<file path="src/rtl/phase_ctl.sv">
// Consumer side of the one-hot five-phase sequencer. It gates the per-stage
// enables, counts retired instructions, and raises hlt back to the generator.
//
// state  | meaning
// IDLE   | waiting for the warm-up F that starts a run
// RUN    | tracking the expected phase, enabling stages, counting retires
// HALTED | stopped after a completed W; waits for resume without ext_halt
// ERR    | phase protocol violated; sticky until rst
module phase_ctl #(
    parameter int              OP_W    = 6,
    parameter logic [OP_W-1:0] HALT_OP = {OP_W{1'b1}},
    parameter int              CNT_W   = 16
) (
    input  logic             clk,
    input  logic             rst,
    input  logic [4:0]       phase,
    input  logic [OP_W-1:0]  opcode,
    input  logic             ext_halt,
    input  logic             resume,
    output logic             hlt,
    output logic [4:0]       stage_en,
    output logic [CNT_W-1:0] inst_cnt,
    output logic             seq_err,
    output logic [1:0]       state
);

    typedef enum logic [1:0] {
        S_IDLE   = 2'd0,
        S_RUN    = 2'd1,
        S_HALTED = 2'd2,
        S_ERR    = 2'd3
    } state_t;

    localparam logic [4:0] PH_F = 5'b00001;
    localparam logic [4:0] PH_R = 5'b00010;
    localparam logic [4:0] PH_X = 5'b00100;
    localparam logic [4:0] PH_W = 5'b10000;

    state_t           st_q, st_d;
    logic [4:0]       exp_q, exp_d;
    logic             pend_q, pend_d;
    logic             hlt_q, hlt_d;
    logic [CNT_W-1:0] cnt_q, cnt_d;
    logic             err_q, err_d;
    logic             phase_ok;
    logic             halt_req;

    // exact compare also rejects zero and multi-hot vectors
    assign phase_ok = (phase == exp_q);
    assign halt_req = ext_halt || ((phase == PH_X) && (opcode == HALT_OP));

    always_comb begin
        st_d   = st_q;
        exp_d  = exp_q;
        pend_d = pend_q;
        hlt_d  = hlt_q;
        cnt_d  = cnt_q;
        err_d  = err_q;
        case (st_q)
            S_IDLE: begin
                if (phase == PH_F) begin
                    st_d  = S_RUN;
                    exp_d = PH_R;
                end else if (phase != 5'b00000) begin
                    st_d  = S_ERR;
                    err_d = 1'b1;
                    hlt_d = 1'b1;
                end
            end
            S_RUN: begin
                if (phase_ok) begin
                    exp_d = {exp_q[3:0], exp_q[4]};
                    if (halt_req)
                        pend_d = 1'b1;
                    if (phase == PH_W) begin
                        cnt_d = cnt_q + {{(CNT_W-1){1'b0}}, 1'b1};
                        // the retiring instruction still counts; the next one never starts
                        if (pend_q || halt_req) begin
                            st_d  = S_HALTED;
                            hlt_d = 1'b1;
                        end
                    end
                end else begin
                    st_d  = S_ERR;
                    err_d = 1'b1;
                    hlt_d = 1'b1;
                end
            end
            S_HALTED: begin
                if (resume && !ext_halt) begin
                    st_d   = S_IDLE;
                    hlt_d  = 1'b0;
                    pend_d = 1'b0;
                    exp_d  = PH_F;
                end
            end
            default: ;
        endcase
    end

    always_ff @(posedge clk) begin
        if (rst) begin
            st_q   <= S_IDLE;
            exp_q  <= PH_F;
            pend_q <= 1'b0;
            hlt_q  <= 1'b0;
            cnt_q  <= '0;
            err_q  <= 1'b0;
        end else begin
            st_q   <= st_d;
            exp_q  <= exp_d;
            pend_q <= pend_d;
            hlt_q  <= hlt_d;
            cnt_q  <= cnt_d;
            err_q  <= err_d;
        end
    end

    assign stage_en = ((st_q == S_RUN) && phase_ok) ? phase : 5'b00000;
    assign hlt      = hlt_q;
    assign inst_cnt = cnt_q;
    assign seq_err  = err_q;
    assign state    = st_q;

endmodule

</file>
<file path="config.mk">
export PLATFORM = sky130hd
export DESIGN_NAME = phase_ctl
export DESIGN_NICKNAME = d
export VERILOG_FILES = /design/src/rtl/phase_ctl.sv
export SDC_FILE = /design/constraint.sdc
export NUM_CORES = 1
export LEC_CHECK = 0
export CAP_MARGIN = 5
export CORE_MARGIN = 8
export CORE_UTILIZATION = 34
export DETAILED_ROUTE_END_ITERATION = 10
export PLACE_DENSITY_LB_ADDON = 0.05
export RECOVER_POWER = 25
export SKIP_LAST_GASP = 1
export SYNTH_ARGS = -nofsm -noshare
export SYNTH_HDL_FRONTEND = slang
export SYNTH_SLANG_ARGS = --single-unit
</file>
<file path="constraint.sdc">
create_clock -name clk -period 2.4 [get_ports clk]
set_input_delay 0.6 -clock clk [delete_from_list [all_inputs] [get_ports clk]]
set_output_delay 0.6 -clock clk [all_outputs]
set_load 0.02 [all_outputs]
</file>
==> impl_results.md, run 1 <==
* Pin count of the biggest net entering global routing at 16
* Synth-to-Final Area Change at 48.31%
* Num CTS Buffers at 3
* Pleak at 0.8887 nW
* CP delay by family, top: simple AND/OR/NAND/NOR gates
* Slowest library cell on the worst path: or3b_4
* Final worst setup slack at 0.1151 ns
* Met2 Track Usage GR at 0.1836
* CP Capture Type: register
* WS Path Type: in2reg
* Clock Sinks at 26
* Worst min-delay path class: reg2reg
* Vias per inst at 5.140
* Clock Power Share at 0.261
* Post-Route WL at 4.166 mm
* Clock latency on the worst-skew pair at 0.28 ns
* Root buffer cell: clkbuf_8
* Clock Skew at 0.005099 ns
* Status: finished clean
* DRC Markers at 0
* Power Density at 675.2 nW/um^2
* Syn avg cell area at 7.984 sq um
* Seq cells post-synth at 26
* Synth top area share at 0.3602
* Critical path cell sequence: dlygate4sd2_1, buf_4, or3b_4, nor3_4, nand4_1, buf_4, or3_1, a21oi_1
* Slew HR at 0.6846
* Syn Std Cell Area at 1445 sq um
* Grt ovf at 0
* RD Place Congestion at 0.8648
* Post-synth EDFFs at 0
* Worst Hold Depth at 2
* Hold EP: seq_err
* Reg power frac at 0.342
* Util after Layout at 0.5282
* Sw Ratio at 0.3285
* Area leader, netlist: dfxtp_1
* Dpl ws at -0.5281 ns
* Worst R2R Path Depth at 5
* Reg2reg setup slack at 0.32 ns
* Initial Util at 0.3562
* Final-report max-slew violation count at 0
* Worst path arrival time at 2.50 ns
* Final nets at 263
* Hold Fails Final Rpt at 0
* Vias in the first global route at 1349
* Multi-input gate area at 869.6 sq um
* Total net switching power at 0.4754 mW
* Vias at 1501
* Critical Path Max Stage Delay at 0.39 ns
* WL/cell at 14.27 microns
* Final Setup Violations at 0
* TritonCTS clock tree: built
* Pre-antenna DRT Iters at 4
* Gr busiest metal: met2
* Power Total at 1.447 mW
* Die Y at 81.20 microns
* Critical R2R Launch: inst_cnt[4]
* Reg area at 520.5 sq um
* DRT iter0 DRCs at 86
* Worst-path maximum fanout at 6
* Setup crit start kind: input pin
* Tcrit/Tclk final at 0.9520
* First-pass GRT wire length at 6.541 mm
* RSZ-0062 raised after global routing: yes
* Rows at 23
* Core area at 4058 sq um
* Final min period at 2.285 ns
* Peak supply drop at 0.0003471 V
* Share of layout cells above drive strength 1 at 0.1860
* Htree depth at 1
* Synth Flop Type: dfxtp_1
* Ports at 40
* GRT Total Usage at 0.1248
* CP Buf/Inv Count at 3
* Sequential fraction of the synthesis area at 0.3602
* Most used cell, CP: buf_4
* Worst flop-to-flop path endpoint: inst_cnt[14]
* Met3 Track Usage GR at 0.03311
* Area contributors post-synth: dfxtp_1 (36%), a21oi_1 (7.6%), or3_1 (6.1%), o21ai_0 (5.2%), nand2_1 (4.4%)
* Max Cap Viol at 0
* Antenna Nets Post-Route at 0
* Mapped Cells at 181
* Fill cell count at 381
* Syn Nets at 201
* Synth async-reset ratio at 0
* Die span in x at 81.20 microns
* Syn. warnings at 0
* Die ar. at 6593 sq um
* Peak Freq at 437.7 MHz
* Clock transition time at the flip-flop clock pins of the worst setup and hold paths at 0.10 ns
* Max Buffers Root-to-Sink at 2
* Critical Path RT at 2.62 ns
* Detail Placement HPWL at 3.222 mm
* # diodes at 0
* Port bufs at 39
* Unique cell type count in the Yosys netlist at 37
* Int Pwr at 0.9718 mW
* Worst-margin pin slew at 0.4717 ns
* Combinational power share at 0.397
* Antenna violations before repair at 0
* Met1 Use GR at 0.1729
* Worst hold start: seq_err
==> cell families (layout without fill, tap and decap cells) <==
family | count (synthesis) | count (layout) | share of synthesized area
AOI/OAI and AO/OA | 47 | 47 | 0.1810
xor gates and xnor gates | 8 | 8 | 0.04849
adders and majority gates | 5 | 5 | 0.04329
buffers and inverters | 19 | 80 | 0.05714
DFF | 26 | 26 | 0.3602
muxes | 2 | 2 | 0.01385
and+or+nand+nor | 74 | 74 | 0.2961
==> metrics by stage <==
step / TNS (ns) / cells / hold WS [ns] / cell area [sq um]
6_report: 0 / 292 / 0.4632 / 2143
5_1_grt: -0.01008 / 292 / 0.4874 / 2143
4_1_cts: -0.01539 / 292 / 0.4694 / 2125
2_1_floorplan: 0 / 181 / 0.4520 / 1445
3_5_place_dp: -7.544 / 288 / 0.4537 / 2052
3_3_place_gp: -6.501 / 288 / 0.4494 / 2052
==> sequential cells by signal, indices dropped and copies added (netlist names) <==
| signal | cells |
|---|---|
| pend_q | 1 |
| exp_q | 5 |
| hlt | 1 |
| inst_cnt | 16 |
| seq_err | 1 |
| state | 2 |
==> synth_stat cells (all sizes together) (2+ instances only) <==
cell and instances:
dfxtp 26, nand4 5, xnor2 7, ha 5, nor4 2, o32ai 2
or3 14, nand3 6, nor2 7, o21ai 15, o22ai 2, a31oi 2
mux2i 2, clkbuf 6, and2 3, nor3 3, nand2 17, inv 11
and3 10, a21oi 22, o31ai 2, or4 2
==> how the worst max path moves through the flow <==
| stage | from | endpoint | slack, ns | cells after the start |
|---|---|---|---|---|
| final | phase[1] | inst_cnt[6] | 0.12 | 8 |
| after global routing | phase[0] | inst_cnt[6] | -0.01 | 8 |
| after CTS | phase[2] | stage_en[4] | -0.02 | 5 |
| after detailed placement | phase[1] | stage_en[4] | -0.53 | 5 |
| after global placement | phase[1] | stage_en[4] | -0.47 | 5 |
| after floorplan | state[0] | stage_en[0] | 0.31 | 5 |
==> timing repair <==
| action | CTS | global route |
|---|---|---|
| pin swaps | 2 | 5 |
| hold buffers | 0 | 0 |
| gates resized for setup | 31 | 5 |
| setup buffers | 0 | 0 |
| endpoints found under the setup margin | 15 | 12 |
==> per-layer routing <==
metal / vias to the layer above / part of all wire
met5: - / 0
met4: 0 / 0.0086
met3: 4 / 0.068
met2: 41 / 0.42
met1: 678 / 0.51
li1: 778 / -
==> area by class of cell <==
type,count,share of cell area
multi-input cells,136,0.4057
repair buffers,65,0.2697
flip-flops and latches,26,0.2428
well taps,50,0.02919
clock buffers,3,0.01926
inverters,11,0.01926
clock inverters,1,0.01401
==> cells in the final DEF (no fill, tap or decap), drive strengths merged, types with 2 or more instances in the layout <==
master         instances
clkbuf                 3
nor3                   3
mux2i                  2
and2                   3
nand3                  6
nand4                  5
or3                   14
or4                    2
o31ai                  2
dfxtp                 26
nor4                   2
dlygate4sd3            9
inv                   11
a31oi                  2
dlymetal6s2s           2
and3                  10
nand2                 17
clkdlybuf4s50         20
o32ai                  2
xnor2                  7
a21oi                 22
buf                   31
ha                     5
dlygate4sd2            3
o22ai                  2
o21ai                 15
nor2                   7
==> power groups by stage <==
stage | Clock [mW] | Sequential, mW | Combinational, mW
finish | 0.378 | 0.495 | 0.575
global route | 0.403 | 0.501 | 0.624
CTS | 0.386 | 0.497 | 0.575
detailed placement | 0 | 0.507 | 0.565
global placement | 0 | 0.506 | 0.561
floorplan | 0 | 0.543 | 0.292
==> worst reg2reg max path: stages (launching register included) <==
cell	delay, ns
dfxtp_1	0.42
nand4_1	0.22
nor3_1	0.42
nand4_1	0.28
or4_1	0.53
a21oi_1	0.14
(Power assumes the default switching activity.)
==> run 2: changes to the inputs <==
Settings changed: CORE_UTILIZATION 34 to 47.
==> run 2 against run 1 <==
Power down 4.6%. Setup slack got worse by 0.0074 ns. Core utilization up 18 points. Sequential cell count unchanged. Critical path type is now in2out. Largest power group unchanged.
==> impl_results.md, run 2 (synthesized netlist as in run 1, its figures left out) <==
* Reg power frac at 0.366
* Core area at 2978 sq um
* Clock Skew at 0.01357 ns
* Post-Route WL at 4.211 mm
* Detail Placement HPWL at 3.207 mm
* Pre-antenna DRT Iters at 4
* Fill cell count at 237
* Power Density at 650.3 nW/um^2
* Clock transition time at the flip-flop clock pins of the worst setup and hold paths at 0.16 ns
* Worst R2R Path Depth at 11
* TritonCTS clock tree: built
* CTS Hold Buffers Added at 0
* Final worst setup slack at 0.1077 ns
* Htree depth at 1
* Pleak at 0.9045 nW
* Num CTS Buffers at 3
* Met1 Use GR at 0.2081
* Int Pwr at 0.9145 mW
* Total net switching power at 0.4662 mW
* WL/cell at 15.15 microns
* DRC Markers at 0
* CP delay by family, top: simple AND/OR/NAND/NOR gates
* Grt ovf at 0
* Clock latency on the worst-skew pair at 0.33 ns
* Critical Path Max Stage Delay at 0.26 ns
* Hold Fails Final Rpt at 0
* Status: finished clean
* Worst min-delay path class: reg2reg
* Peak Freq at 436.3 MHz
* Combinational power share at 0.410
* Met3 Track Usage GR at 0.03626
* Worst hold start: seq_err
* Reg2reg setup slack at 0.31 ns
* Final-report max-slew violation count at 0
* Antenna Nets Post-Route at 0
* Die span in x at 71.45 microns
* Final nets at 266
* GRT Total Usage at 0.1616
* Most frequent cells in the layout: buf_4 (32), dfxtp_1 (26), a21oi_1 (22)
* Gr busiest metal: met2
* Cell Area, Placed at 2016 sq um
* Worst-path maximum fanout at 6
* Root buffer cell: clkbuf_4
* Sw Ratio at 0.3377
* Setup crit start kind: input pin
* Ports at 40
* Tcrit/Tclk final at 0.9551
* Slew HR at 0.6871
* Port bufs at 39
* Max Buffers Root-to-Sink at 2
* Dpl ws at -0.5186 ns
* Initial Util at 0.4853
* Met2 Track Usage GR at 0.2612
* Final Setup Violations at 0
* Die ar. at 5105 sq um
* Clock Sinks at 26
* Worst-margin pin slew at 0.4678 ns
* # diodes at 0
* RSZ-0062 raised after global routing: no
* Critical Path RT at 1.80 ns
* Hold EP: seq_err
* Sum Neg Setup Slack at 0 ns
* DRT iter0 DRCs at 87
* Clock Power Share at 0.223
* Worst flop-to-flop path endpoint: state[0]
* Rows at 20
* RD Place Congestion at 0.8110
* Critical R2R Launch: exp_q[2]
* Slowest library cell on the worst path: and3_4
* Commonest non-fill, non-tap cell in the layout: buf_4
* Worst path arrival time at 1.69 ns
* Max FFs per register at 16
* Worst Hold Depth at 2
* WS Path Type: in2out
* CP Buf/Inv Count at 2
* Share of layout cells above drive strength 1 at 0.1959
* Pin count of the biggest net entering global routing at 16
* Finished Cell Area at 2123 sq um
* CP Capture Type: output port
* Synth-to-Final Area Change at 46.93%
* Critical path cell sequence: dlygate4sd2_1, xnor2_1, and3_4, and3_2, buf_4
* Peak supply drop at 0.0005520 V
* Vias at 1561
* Vias in the first global route at 1508
* Die Y at 71.45 microns
* Vias per inst at 5.615
* Max Cap Viol at 0
* Final min period at 2.292 ns
* First-pass GRT wire length at 6.879 mm
* Antenna violations before repair at 0
run 2: final cells by class:
cell class | instances | area, sq um | share of cell area
tap | 33 | 41.29 | 0.01945
inverter | 11 | 41.29 | 0.01945
timing repair buffer | 68 | 594.3 | 0.2799
sequential | 26 | 520.5 | 0.2451
multi-input combinational | 136 | 873.3 | 0.4113
clock inverter | 1 | 30.03 | 0.01414
clock buffer | 3 | 22.52 | 0.01061
run 2: power by group through the flow:
stage	Sequential, mW	Combinational [mW]	Clock (mW)
2_1_floorplan	0.543	0.292	0
3_3_place_gp	0.509	0.519	0
3_5_place_dp	0.513	0.536	0
4_1_cts	0.505	0.556	0.317
5_1_grt	0.512	0.623	0.329
6_report	0.506	0.566	0.309
run 2: worst max path at each step:
| stage | depth (start not counted) | startpoint | to | slack (ns) |
|---|---|---|---|---|
| final | 5 | phase[2] | stage_en[4] | 0.11 |
| after CTS | 5 | phase[1] | stage_en[4] | -0.009 |
| after detailed placement | 5 | phase[1] | stage_en[4] | -0.52 |
| after floorplan | 5 | state[0] | stage_en[0] | 0.31 |
| after global placement | 5 | phase[4] | stage_en[4] | -0.47 |
| after global routing | 8 | phase[0] | inst_cnt[12] | 0.03 |
run 2: worst min-delay path, cell delays in order, from the launching register on:
cell	delay (ns)
dfxtp_1	0.34
inv_1	0.04
a21oi_1	0.05
run 2: repair_timing:
| item | CTS | global route |
|---|---|---|
| setup buffers | 4 | 1 |
| setup endpoints to repair | 5 | 16 |
| pin swaps | 4 | 2 |
| resized for setup | 31 | 4 |
run 2: per-stage QoR:
stage               utilization  total power, mW  instances  hold WS [ns]
floorplan                     -           0.8351        181        0.4520
global placement         0.6769            1.027        269        0.4340
detailed placement       0.6769            1.048        269        0.4403
CTS                      0.7038            1.378        277        0.4606
global route             0.7130            1.464        278        0.4735
finish                   0.7130            1.381        278        0.4562
run 2: layer usage:
| metal | share of wire | vias to the layer above | routed length [microns] |
|---|---|---|---|
| met1 | 0.47 | 729 | 1993 |
| met5 | 0 | - | 0 |
| met2 | 0.46 | 44 | 1928 |
| li1 | - | 780 | - |
| met4 | 0.012 | 0 | 51 |
| met3 | 0.057 | 8 | 238 |
